$ cat config.mk
export PLATFORM = sky130hd
export DESIGN_NAME = lane_logic_pipe_flat
export DESIGN_NICKNAME = d
export VERILOG_FILES = /design/src/rtl/lane_logic_if.sv /design/src/rtl/lane_logic_pipe.sv /design/src/flat_wrapper.sv
export SDC_FILE = /design/constraint.sdc
export NUM_CORES = 1
export LEC_CHECK = 0
export BUFFER_PORTS_ARGS = -buffer_cell sky130_fd_sc_hd__buf_2
export CORE_MARGIN = 2
export CORE_UTILIZATION = 26
export CTS_CLUSTER_DIAMETER = 30
export DETAILED_ROUTE_END_ITERATION = 7
export GPL_ROUTABILITY_DRIVEN = 0
export PLACE_DENSITY = 0.53
export REMOVE_ABC_BUFFERS = 1
export SLEW_MARGIN = 25
export SYNTH_ARGS = -nofsm -noshare
export SYNTH_HDL_FRONTEND = slang
export SYNTH_SLANG_ARGS = --single-unit
$ cat constraint.sdc
create_clock -name clk -period 4.5 [get_ports clk]
set_input_delay 0.45 -clock clk [delete_from_list [all_inputs] [get_ports clk]]
set_output_delay 0.45 -clock clk [all_outputs]
set_load 0.03 [all_outputs]
$ cat src/rtl/lane_logic_if.sv
// Valid/ready bus for lane_logic_pipe: input transaction side and result side.
interface lane_logic_if #(
  parameter int unsigned LANES = 6
);
  logic             in_valid;
  logic             in_ready;
  logic [LANES-1:0] in1;
  logic [LANES-1:0] in2;
  logic [1:0]       op;
  logic             out_valid;
  logic             out_ready;
  logic [LANES-1:0] out1;
  logic [1:0]       out_op;

  modport master (
    output in_valid, in1, in2, op, out_ready,
    input  in_ready, out_valid, out1, out_op
  );

  modport slave (
    input  in_valid, in1, in2, op, out_ready,
    output in_ready, out_valid, out1, out_op
  );
endinterface

$ cat src/rtl/lane_logic_pipe.sv
// Per-lane AND/OR/XOR through a DEPTH-stage elastic pipeline, with a sticky
// OR accumulator and a saturating completion counter.
module lane_logic_pipe #(
  parameter int unsigned LANES = 6,
  parameter int unsigned DEPTH = 2,
  parameter int unsigned CNT_W = 16
) (
  input  logic             clk,
  input  logic             rst,
  lane_logic_if.slave      bus,
  input  logic             acc_clr,
  output logic [LANES-1:0] acc,
  output logic [CNT_W-1:0] done_cnt
);

  localparam int unsigned LAST = DEPTH - 1;

  localparam logic [1:0] OP_AND = 2'b00;
  localparam logic [1:0] OP_OR  = 2'b01;
  localparam logic [1:0] OP_XOR = 2'b10;
  localparam logic [1:0] OP_ACC = 2'b11;

  typedef struct packed {
    logic [LANES-1:0] res;
    logic [1:0]       op;
  } stage_t;

  logic [DEPTH-1:0] stg_vld;
  stage_t           stg_dat [DEPTH];
  logic [DEPTH-1:0] stg_ld;
  stage_t           in_dat;
  logic             xfer;
  logic             acc_upd;

  // Stage k can load unless it and every stage behind it are full and the output is stalled.
  always_comb begin
    logic tail_full;
    tail_full = 1'b1;
    stg_ld    = '0;
    for (int k = int'(DEPTH) - 1; k >= 0; k--) begin
      tail_full = tail_full & stg_vld[k];
      stg_ld[k] = bus.out_ready | ~tail_full;
    end
  end

  // Lane operation evaluated at acceptance.
  always_comb begin
    in_dat.op  = bus.op;
    in_dat.res = bus.in1 | bus.in2;
    case (bus.op)
      OP_AND:  in_dat.res = bus.in1 & bus.in2;
      OP_OR:   in_dat.res = bus.in1 | bus.in2;
      OP_XOR:  in_dat.res = bus.in1 ^ bus.in2;
      OP_ACC:  in_dat.res = bus.in1 | bus.in2;
      default: in_dat.res = bus.in1 | bus.in2;
    endcase
  end

  assign bus.in_ready  = stg_ld[0];
  assign bus.out_valid = stg_vld[LAST];
  assign bus.out1      = stg_dat[LAST].res;
  assign bus.out_op    = stg_dat[LAST].op;

  assign xfer    = stg_vld[LAST] & bus.out_ready;
  assign acc_upd = xfer & (stg_dat[LAST].op == OP_ACC);

  // Pipeline stages; data only moves when a valid entry is loaded.
  always_ff @(posedge clk) begin
    if (rst) begin
      stg_vld <= '0;
      for (int k = 0; k < int'(DEPTH); k++) begin
        stg_dat[k] <= '0;
      end
    end else begin
      if (stg_ld[0]) begin
        stg_vld[0] <= bus.in_valid;
        if (bus.in_valid) begin
          stg_dat[0] <= in_dat;
        end
      end
      for (int k = 1; k < int'(DEPTH); k++) begin
        if (stg_ld[k]) begin
          stg_vld[k] <= stg_vld[k-1];
          if (stg_vld[k-1]) begin
            stg_dat[k] <= stg_dat[k-1];
          end
        end
      end
    end
  end

  // Clear is applied before the same-cycle accumulate.
  always_ff @(posedge clk) begin
    if (rst) begin
      acc <= '0;
    end else if (acc_clr) begin
      acc <= acc_upd ? stg_dat[LAST].res : '0;
    end else if (acc_upd) begin
      acc <= acc | stg_dat[LAST].res;
    end
  end

  always_ff @(posedge clk) begin
    if (rst) begin
      done_cnt <= '0;
    end else if (xfer && !(&done_cnt)) begin
      done_cnt <= done_cnt + CNT_W'(1);
    end
  end

endmodule

$ cat src/flat_wrapper.sv
// flat-port wrapper written by rule: the top's interface ports become plain ports
module lane_logic_pipe_flat 
#(
  parameter int unsigned LANES = 6,
  parameter int unsigned DEPTH = 2,
  parameter int unsigned CNT_W = 16
)
  (clk, rst, acc_clr, acc, done_cnt, bus_in_valid, bus_in1, bus_in2, bus_op, bus_out_ready, bus_in_ready, bus_out_valid, bus_out1, bus_out_op);
  lane_logic_if #(.LANES(LANES)) bus_i ();
  input  logic clk;
  input  logic rst;
  input  logic acc_clr;
  output logic [LANES-1:0] acc;
  output logic [CNT_W-1:0] done_cnt;
  input wire logic [$bits(bus_i.in_valid)-1:0] bus_in_valid;
  input wire logic [$bits(bus_i.in1)-1:0] bus_in1;
  input wire logic [$bits(bus_i.in2)-1:0] bus_in2;
  input wire logic [$bits(bus_i.op)-1:0] bus_op;
  input wire logic [$bits(bus_i.out_ready)-1:0] bus_out_ready;
  output wire logic [$bits(bus_i.in_ready)-1:0] bus_in_ready;
  output wire logic [$bits(bus_i.out_valid)-1:0] bus_out_valid;
  output wire logic [$bits(bus_i.out1)-1:0] bus_out1;
  output wire logic [$bits(bus_i.out_op)-1:0] bus_out_op;
  assign bus_i.in_valid = bus_in_valid;
  assign bus_i.in1 = bus_in1;
  assign bus_i.in2 = bus_in2;
  assign bus_i.op = bus_op;
  assign bus_i.out_ready = bus_out_ready;
  assign bus_in_ready = bus_i.in_ready;
  assign bus_out_valid = bus_i.out_valid;
  assign bus_out1 = bus_i.out1;
  assign bus_out_op = bus_i.out_op;
  lane_logic_pipe #(.LANES(LANES), .DEPTH(DEPTH), .CNT_W(CNT_W)) u_core (.clk(clk), .rst(rst), .bus(bus_i), .acc_clr(acc_clr), .acc(acc), .done_cnt(done_cnt));
endmodule
Yosys cells after proc, flatten, opt, wreduce, memory -nomap -nowiden
Memories as Yosys holds them, arrays and structs flattened.
Index checks and enable logic that the tools add are counted.

word-level totals
  bits of input ports = 19
  register bits = 24
  output and inout bits = 32
  logic and storage cells = 45
  RAM bits = 16
  memories kept = 1
  memory bits (read-only) = 0
  bits in latches = 0

operators by class
  $mul = 0
  bitwise logic cells = 13
  divide/modulo/power cells = 0
  equality and inequality tests = 4
  add/sub/neg operators = 1
  reductions and logical operators = 6
  magnitude comparators = 0
  multiplexer cells = 16
  shifts and indexed selects = 0

memory list
  memory          depth  width  read ports  clocked after memory_dff  wr ports  line                   RTL
  u_core.stg_dat  2      8      2           0                         2         lane_logic_pipe.sv:29  stage_t stg_dat [DEPTH];

operator list
  cell                     count
  $mux W6                  3
  $pmux W6 S3              1
  $add A16 B1 Y16 const B  1
  $mux W8                  2
  $reduce_and A16 Y1       1
  $or A6 B6 Y6             2
  $mux W1                  10
  $and A6 B6 Y6            1
  $eq A2 B2 Y1 const B     3
  $xor A6 B6 Y6            1
  $or A1 B1 Y1             4
  $and A1 B1 Y1            3
  $eq A2 B1 Y1 const B     1
  $logic_not A2 Y1         1
  $not A1 Y1               2
  $reduce_bool A2 Y1       1
  $reduce_or A2 Y1         1
  $logic_and A1 B1 Y1      1
  $logic_not A1 Y1         1

Longest topological paths before layout
Gate-level depths: netlist (run 1).

  depth after elaboration = 7
  gate-level depth with buffers = 6
  mapped depth without buffers = 5

Worst setup path after synthesis (run 1)
Ideal clock, no wire load.

  path type = register to register
  start = register u_core.done_cnt[0]
  end = register u_core.done_cnt[14]
  data arrival time = 1714 ps
  buffers on the path = 0
  cell stages (with the launch flop) = 6
  required time = 4430 ps
  period minus slack after synthesis = 1785 ps
  library setup time = 70 ps
  path slack = 2715 ps
  cell sequence = dfxtp_1 > ha_1 > and3_2 > o2111ai_4 > or4_1 > a21oi_1

between the ends
  word-level cells in the longest chain between the ends = 3
  elaborated cells on any way between the ends = 4
  those cells by class = add/sub: 1; reduce/logical: 3

ends and longest elaborated chain
  what                                                     line                    RTL
  start, declared                                          lane_logic_pipe.sv:13   output logic [CNT_W-1:0] done_cnt
  start signal, assigned                                   lane_logic_pipe.sv:107  done_cnt <= done_cnt + CNT_W'(1);
  branches (longest 3 deep; another with $add A16 B1 Y16)  -

Parallel ways; which one is timed is not known.
A chain may end at the register's enable or synchronous reset.

Final worst setup path (run 1)
  start = register u_core.done_cnt[0]
  end = register u_core.done_cnt[1]

The elaborated chain is that of the path after synthesis.

==> results of run 1 <==
[metrics by stage]
step           setup WS, ps  hold WS, ps
2_1_floorplan          2590          478
3_3_place_gp           2600          495
3_5_place_dp           2530          500
4_1_cts                2500          396
5_1_grt                2330          445
6_report               2550          411
[power breakdown]
group / internal (mW) / total, mW / switching (mW)
Sequential: 0.392 / 0.398 / 0.00570
Combinational: 0.0252 / 0.0725 / 0.0472
Clock: 0.164 / 0.295 / 0.131
[state kept, by name, indices dropped and copies added, names as in the netlist]
| signal | cells |
|---|---|
| u_core.acc | 6 |
| u_core.done_cnt | 16 |
| u_core.stg_dat | 16 |
| u_core.stg_vld | 2 |
[area by class of cell]
class | count | share of cell area, %
tap | 105 | 5.07
sequential | 40 | 37.1
clock buffer | 5 | 2.66
clock inverter | 3 | 1.64
timing repair buffer | 50 | 9.67
inverter | 16 | 2.32
multi-input combinational | 146 | 41.5
[placed cells by master (no fill, tap or decap), types with 2 or more instances in the layout]
master and instances:
sky130_fd_sc_hd__buf_2 50, sky130_fd_sc_hd__dfxtp_1 24, sky130_fd_sc_hd__nor2_1 17, sky130_fd_sc_hd__a21oi_1 17, sky130_fd_sc_hd__inv_1 16, sky130_fd_sc_hd__edfxtp_1 16, sky130_fd_sc_hd__nor2b_1 14, sky130_fd_sc_hd__ha_1 13
sky130_fd_sc_hd__and2_1 12, sky130_fd_sc_hd__or3_1 7, sky130_fd_sc_hd__a211oi_1 6, sky130_fd_sc_hd__a211oi_2 6, sky130_fd_sc_hd__nand2_1 6, sky130_fd_sc_hd__nand3_1 5, sky130_fd_sc_hd__o31ai_1 5, sky130_fd_sc_hd__clkbuf_8 5
sky130_fd_sc_hd__o21ai_0 4, sky130_fd_sc_hd__or4_1 3, sky130_fd_sc_hd__nor3_2 2, sky130_fd_sc_hd__nand4_1 2, sky130_fd_sc_hd__nor4_2 2, sky130_fd_sc_hd__and3_2 2, sky130_fd_sc_hd__xor2_1 2, sky130_fd_sc_hd__and3_1 2
[cell families (layout without fill, tap and decap cells)]
kind of cell	count (synthesis)	count (layout)	synth area share, %
muxes	1	1	0.512
DFF	40	40	43.7
AOI/OAI and AO/OA	47	47	16.7
xor gates and xnor gates	2	2	0.797
and+or+nand+nor	83	83	23.4
buffers and inverters	33	74	7.40
adders and majority gates	13	13	7.40
[worst min-delay path, stage by stage]
cell                     delay (ps)
sky130_fd_sc_hd__buf_2          100
sky130_fd_sc_hd__nor2_1          40
sky130_fd_sc_hd__nor2_1          70
[routing by layer]
layer	up-vias	wire length [microns]
met4	0	102
met2	36	1970
met1	739	2040
met3	8	209
li1	852	-
met5	-	0
[worst paths after layout]
kind,endpoint,slack [ps],cells past startpoint
worst max-delay path,u_core.done_cnt[1],2550,5
worst min register to register,u_core.stg_vld[1],500,2
worst max register to register,u_core.done_cnt[1],2550,5
worst min-delay path,u_core.stg_vld[0],410,3
==> flow_summary.ini, run 1 <==
[detailed_routing]
drtPass1Iterations = 4
route.detailed.vias_per_inst = 4.48
drtIter0Drc = 47
wl_per_cell_microns = 11.8
antenna_violating_nets_post_route = 0
remaining_drc_errors = 0
wl_mm = 4.32
detailroute.via_count = 1635

[synthesis]
synth_most_common_cell = sky130_fd_sc_hd__dfxtp_1
synth_top_cell_area_share_pct = 21.9
yosys_most_used_dff = sky130_fd_sc_hd__dfxtp_1
post_synth.cell_area_avg_sq_um = 10.0
synth_seq_area_share_pct = 43.7
ys_top_cells_by_count = sky130_fd_sc_hd__dfxtp_1, sky130_fd_sc_hd__a21oi_1, sky130_fd_sc_hd__nor2_1, sky130_fd_sc_hd__edfxtp_1, sky130_fd_sc_hd__inv_1
postSynthRegisterBits = 40
synth_enable_flop_cells = 16
synth_warnings = 0
mappedNetlistArea_sq_mm = 0.00220
synth.area.top_cells = sky130_fd_sc_hd__dfxtp_1, sky130_fd_sc_hd__edfxtp_1, sky130_fd_sc_hd__ha_1
synth_largest_area_cell = sky130_fd_sc_hd__dfxtp_1
ys_types = 44
postSynthCellCount = 219
async_reset_ff_share_pct = 0

[timing]
timing_max_transition_violations_final = 0
clock_skew_ps = 7.70
finalHoldViolCount = 0
final-setup-viol-count = 0
finalWorstPathRequiredPeriod_ps = 1950
rsz0062_at_grt = false
worst_slew_pin_slew_ps = 805
max_freq_mhz = 513
setup-tns-final_ps = 0
max_slew_margin_pct = 45.9
timing.final.crit_share_pct = 43.3

[critical_path]
critPathMaxFanout = 11
crit_slowest_cell = sky130_fd_sc_hd__nor4_2
cpLargestDelayFamily = simple AND/OR/NAND/NOR gates
critical_path_startpoint = u_core.done_cnt[0]
worst_setup_path_start_kind = flop
critPathBufInv = 0
worst-setup-path-type = flop to flop
critical_path_arrival_ps = 2150
timing.rr.start = u_core.done_cnt[0]
crit_chain = ha_1 -> nand3_1 -> nor4_2 -> nor3b_1 -> o21ba_1
endpoint_kind = flop
cp.required_ps = 4700
critical_path_max_stage_delay_ps = 710

[floorplanning]
start_util_pct = 26.8
floorplan.die.height_microns = 96.0
floorplan.io_pins = 51
floorplan.die_area_sq_mm = 0.00921
placementRows = 33
core_area_sq_mm = 0.00822
die_w_microns = 96.0

[cells_and_area]
synthToLayoutAreaGrowth_pct = 17.8
share_of_post_route_cells_with_drive_strength_above_1_pct = 29.6
fillers = 852
multi_input_comb_area_sq_mm = 0.00107
final_util_pct = 31.5
final_cell_count_no_fill = 365
final_standard_cell_area_without_fillers_sq_mm = 0.00259
number_of_nets_in_the_layout = 291
diodes = 0
regArea_sq_um = 961

[cts]
htree_levels = 2
post_cts_resize_count = 0
cts_tree = done
cts.sinks = 40
cts-hold-fix-buffers = 0
cts_max_path_buffers = 2
cts-buffers-inserted = 5
post-cts-setup-buffer-count = 0
clk_transition_reported_paths_ps = 80
clock_latency_ps = 290
cts_root_buf = sky130_fd_sc_hd__clkbuf_8

[status]
result_of_the_run = finished, final reports clean

[hold_path]
path_class_of_the_lowest_slack_min_delay_path = input port to flop
holdCritStartpoint = bus_in_valid

[global_routing]
initial_antenna_violation_count = 0
grt_use_met1_pct = 12.3
pin_count_of_the_biggest_net_entering_global_routing = 30
use_met3_pct = 2.51
grt_pass1_wl_mm = 6.88
busiest_layer = met2
overflow = 0
globalRouteTotalUtil_pct = 9.75
met2_usage_pct = 15.4
vias_in_the_first_global_route = 1476

[placement]
port_buffers = 50
dpl.cell_count = 357
dp_hpwl_mm = 3.23
post_dp_cell_area_sq_mm = 0.00248

[power]
p_per_area_mw_per_mm2 = 296
static-leakage-power_nw = 1.09
design_power_total_mw = 0.766
max-vdd-ir-drop_v = 0.000105

[flow_run]
max_cap_viols = 0
Note: power is estimated with default switching activity, not from simulation.
==> run 2, diff against run 1 <==
==> constraint.sdc (replaced) <==
create_clock -name clk -period 1.9 [get_ports clk]
set_input_delay 0.19 -clock clk [delete_from_list [all_inputs] [get_ports clk]]
set_output_delay 0.19 -clock clk [all_outputs]
set_load 0.03 [all_outputs]
==> run 2 against run 1 <==
  * Die area stayed put
  * Clock power is 130% higher
  * Global-route usage is 0.27 points higher
  * Utilization is 0.46 points higher
  * Sequential power is 140% higher
  * Setup slack worse by 2400 ps
==> flow_summary.ini, run 2 (synthesis gave the netlist of run 1 again) <==
[status]
result_of_the_run = finished, final reports clean

[power]
comb_power_share_pct = 9.7
share_seq_of_total_power_pct = 52.2
netSwitchingFraction_pct = 23.6
static-leakage-power_nw = 1.11
power.clock.fraction_pct = 38.0
max-vdd-ir-drop_v = 0.000269
net-switching-power_mw = 0.426
p_per_area_mw_per_mm2 = 687
intPower_mw = 1.38

[cells_and_area]
final_util_pct = 32.0
fillers = 859
share_of_post_route_cells_with_drive_strength_above_1_pct = 30.9
synthToLayoutAreaGrowth_pct = 19.5
number_of_nets_in_the_layout = 296
most_common_cell_after_layout_fill_and_taps_aside = sky130_fd_sc_hd__buf_2
layout_top_registers = u_core.done_cnt: 16 flops, u_core.stg_dat: 16 flops, u_core.acc: 6 flops
diodes = 0
final_standard_cell_area_without_fillers_sq_mm = 0.00263
layout_common_cells = sky130_fd_sc_hd__buf_2, sky130_fd_sc_hd__dfxtp_1, sky130_fd_sc_hd__nor2_1, sky130_fd_sc_hd__a21oi_1

[detailed_routing]
drtIter0Drc = 73
antenna_violating_nets_post_route = 0
wl_per_cell_microns = 12.2
remaining_drc_errors = 0
route.detailed.vias_per_inst = 4.49
drtPass1Iterations = 4
wl_mm = 4.51
detailroute.via_count = 1661

[cts]
clock_latency_ps = 280
cts_root_buf = sky130_fd_sc_hd__clkbuf_8
cts-hold-fix-buffers = 0
cts-buffers-inserted = 5
post-cts-setup-buffer-count = 0
htree_levels = 2
cts_max_path_buffers = 2
post_cts_resize_count = 0
clk_transition_reported_paths_ps = 80
cts.sinks = 40
cts_tree = done

[floorplanning]
floorplan.io_pins = 51
floorplan.die_area_sq_mm = 0.00921
die_w_microns = 96.0
start_util_pct = 26.8
placementRows = 33
floorplan.die.height_microns = 96.0
core_area_sq_mm = 0.00822

[timing]
finalHoldViolCount = 0
worst_slew_pin_slew_ps = 672
max_freq_mhz = 587
clock_skew_ps = 3.78
timing.final.crit_share_pct = 89.7
timing.hold.ws_ps = 143
finalWorstPathRequiredPeriod_ps = 1700
setup-tns-final_ps = 0
final-setup-viol-count = 0
timing_max_transition_violations_final = 0
setup_ws_ps = 196
rsz0062_at_grt = false
max_slew_margin_pct = 55.1

[hold_path]
holdCritStartpoint = rst
path_class_of_the_lowest_slack_min_delay_path = input port to flop

[global_routing]
initial_antenna_violation_count = 0
vias_in_the_first_global_route = 1447
globalRouteTotalUtil_pct = 10.0
grt_pass1_wl_mm = 7.06
pin_count_of_the_biggest_net_entering_global_routing = 25
overflow = 0

[critical_path]
critPathMaxFanout = 6
cp.required_ps = 2120
critical_path_startpoint = u_core.done_cnt[0]
worst-setup-path-type = flop to flop
critical_path_arrival_ps = 1930
timing.rr.start = u_core.done_cnt[0]
endpoint_kind = flop
worst_setup_path_start_kind = flop

[placement]
dp_hpwl_mm = 3.34
post_dp_cell_area_sq_mm = 0.00251
port_buffers = 50
dp_worst_setup_slack_ps = 241

[flow_run]
max_cap_viols = 0
run 2: final timing paths:
kind,cells past startpoint,endpoint,slack [ps]
setup / recovery,5,u_core.done_cnt[14],200
hold / removal,2,u_core.stg_vld[0],140
setup reg to reg,5,u_core.done_cnt[14],200
hold reg to reg,2,u_core.done_cnt[7],520
run 2: final cells by class:
cell class	count	area [sq um]	share of cell area, %
tap	105	131	5.00
timing repair buffer	55	288	11.0
inverter	16	60.1	2.29
clock inverter	3	42.5	1.62
clock buffer	5	68.8	2.62
multi-input combinational	146	1070	40.9
sequential	40	961	36.6
run 2: power groups by stage:
stage | sequential (mW) | clock [mW] | combinational, mW
floorplan | 0.992 | 0 | 0.0690
global route | 0.946 | 0.756 | 0.198
CTS | 0.943 | 0.711 | 0.180
finish | 0.943 | 0.687 | 0.176
global placement | 0.963 | 0 | 0.176
detailed placement | 0.963 | 0 | 0.179
run 2: worst max-delay path, cell delays in order (launching register included):
cell                        delay [ps]
sky130_fd_sc_hd__dfxtp_1           400
sky130_fd_sc_hd__ha_1              230
sky130_fd_sc_hd__and3_2            270
sky130_fd_sc_hd__o2111ai_4         160
sky130_fd_sc_hd__or4_1             430
sky130_fd_sc_hd__a21oi_1           150
run 2: metrics by stage:
stage	total power, mW	std cells
2_1_floorplan	1.06	202
3_3_place_gp	1.14	362
3_5_place_dp	1.14	362
4_1_cts	1.83	370
5_1_grt	1.90	370
6_report	1.81	370
run 2: routing by layer:
layer  global-route usage, %  vias to the layer above  wire length, microns
met3                    2.43                        4                   223
li1                        -                      864                     -
met5                       0                        -                     0
met2                    15.4                       39                  2020
met4                    4.05                        0                    68
met1                    13.4                      754                  2200
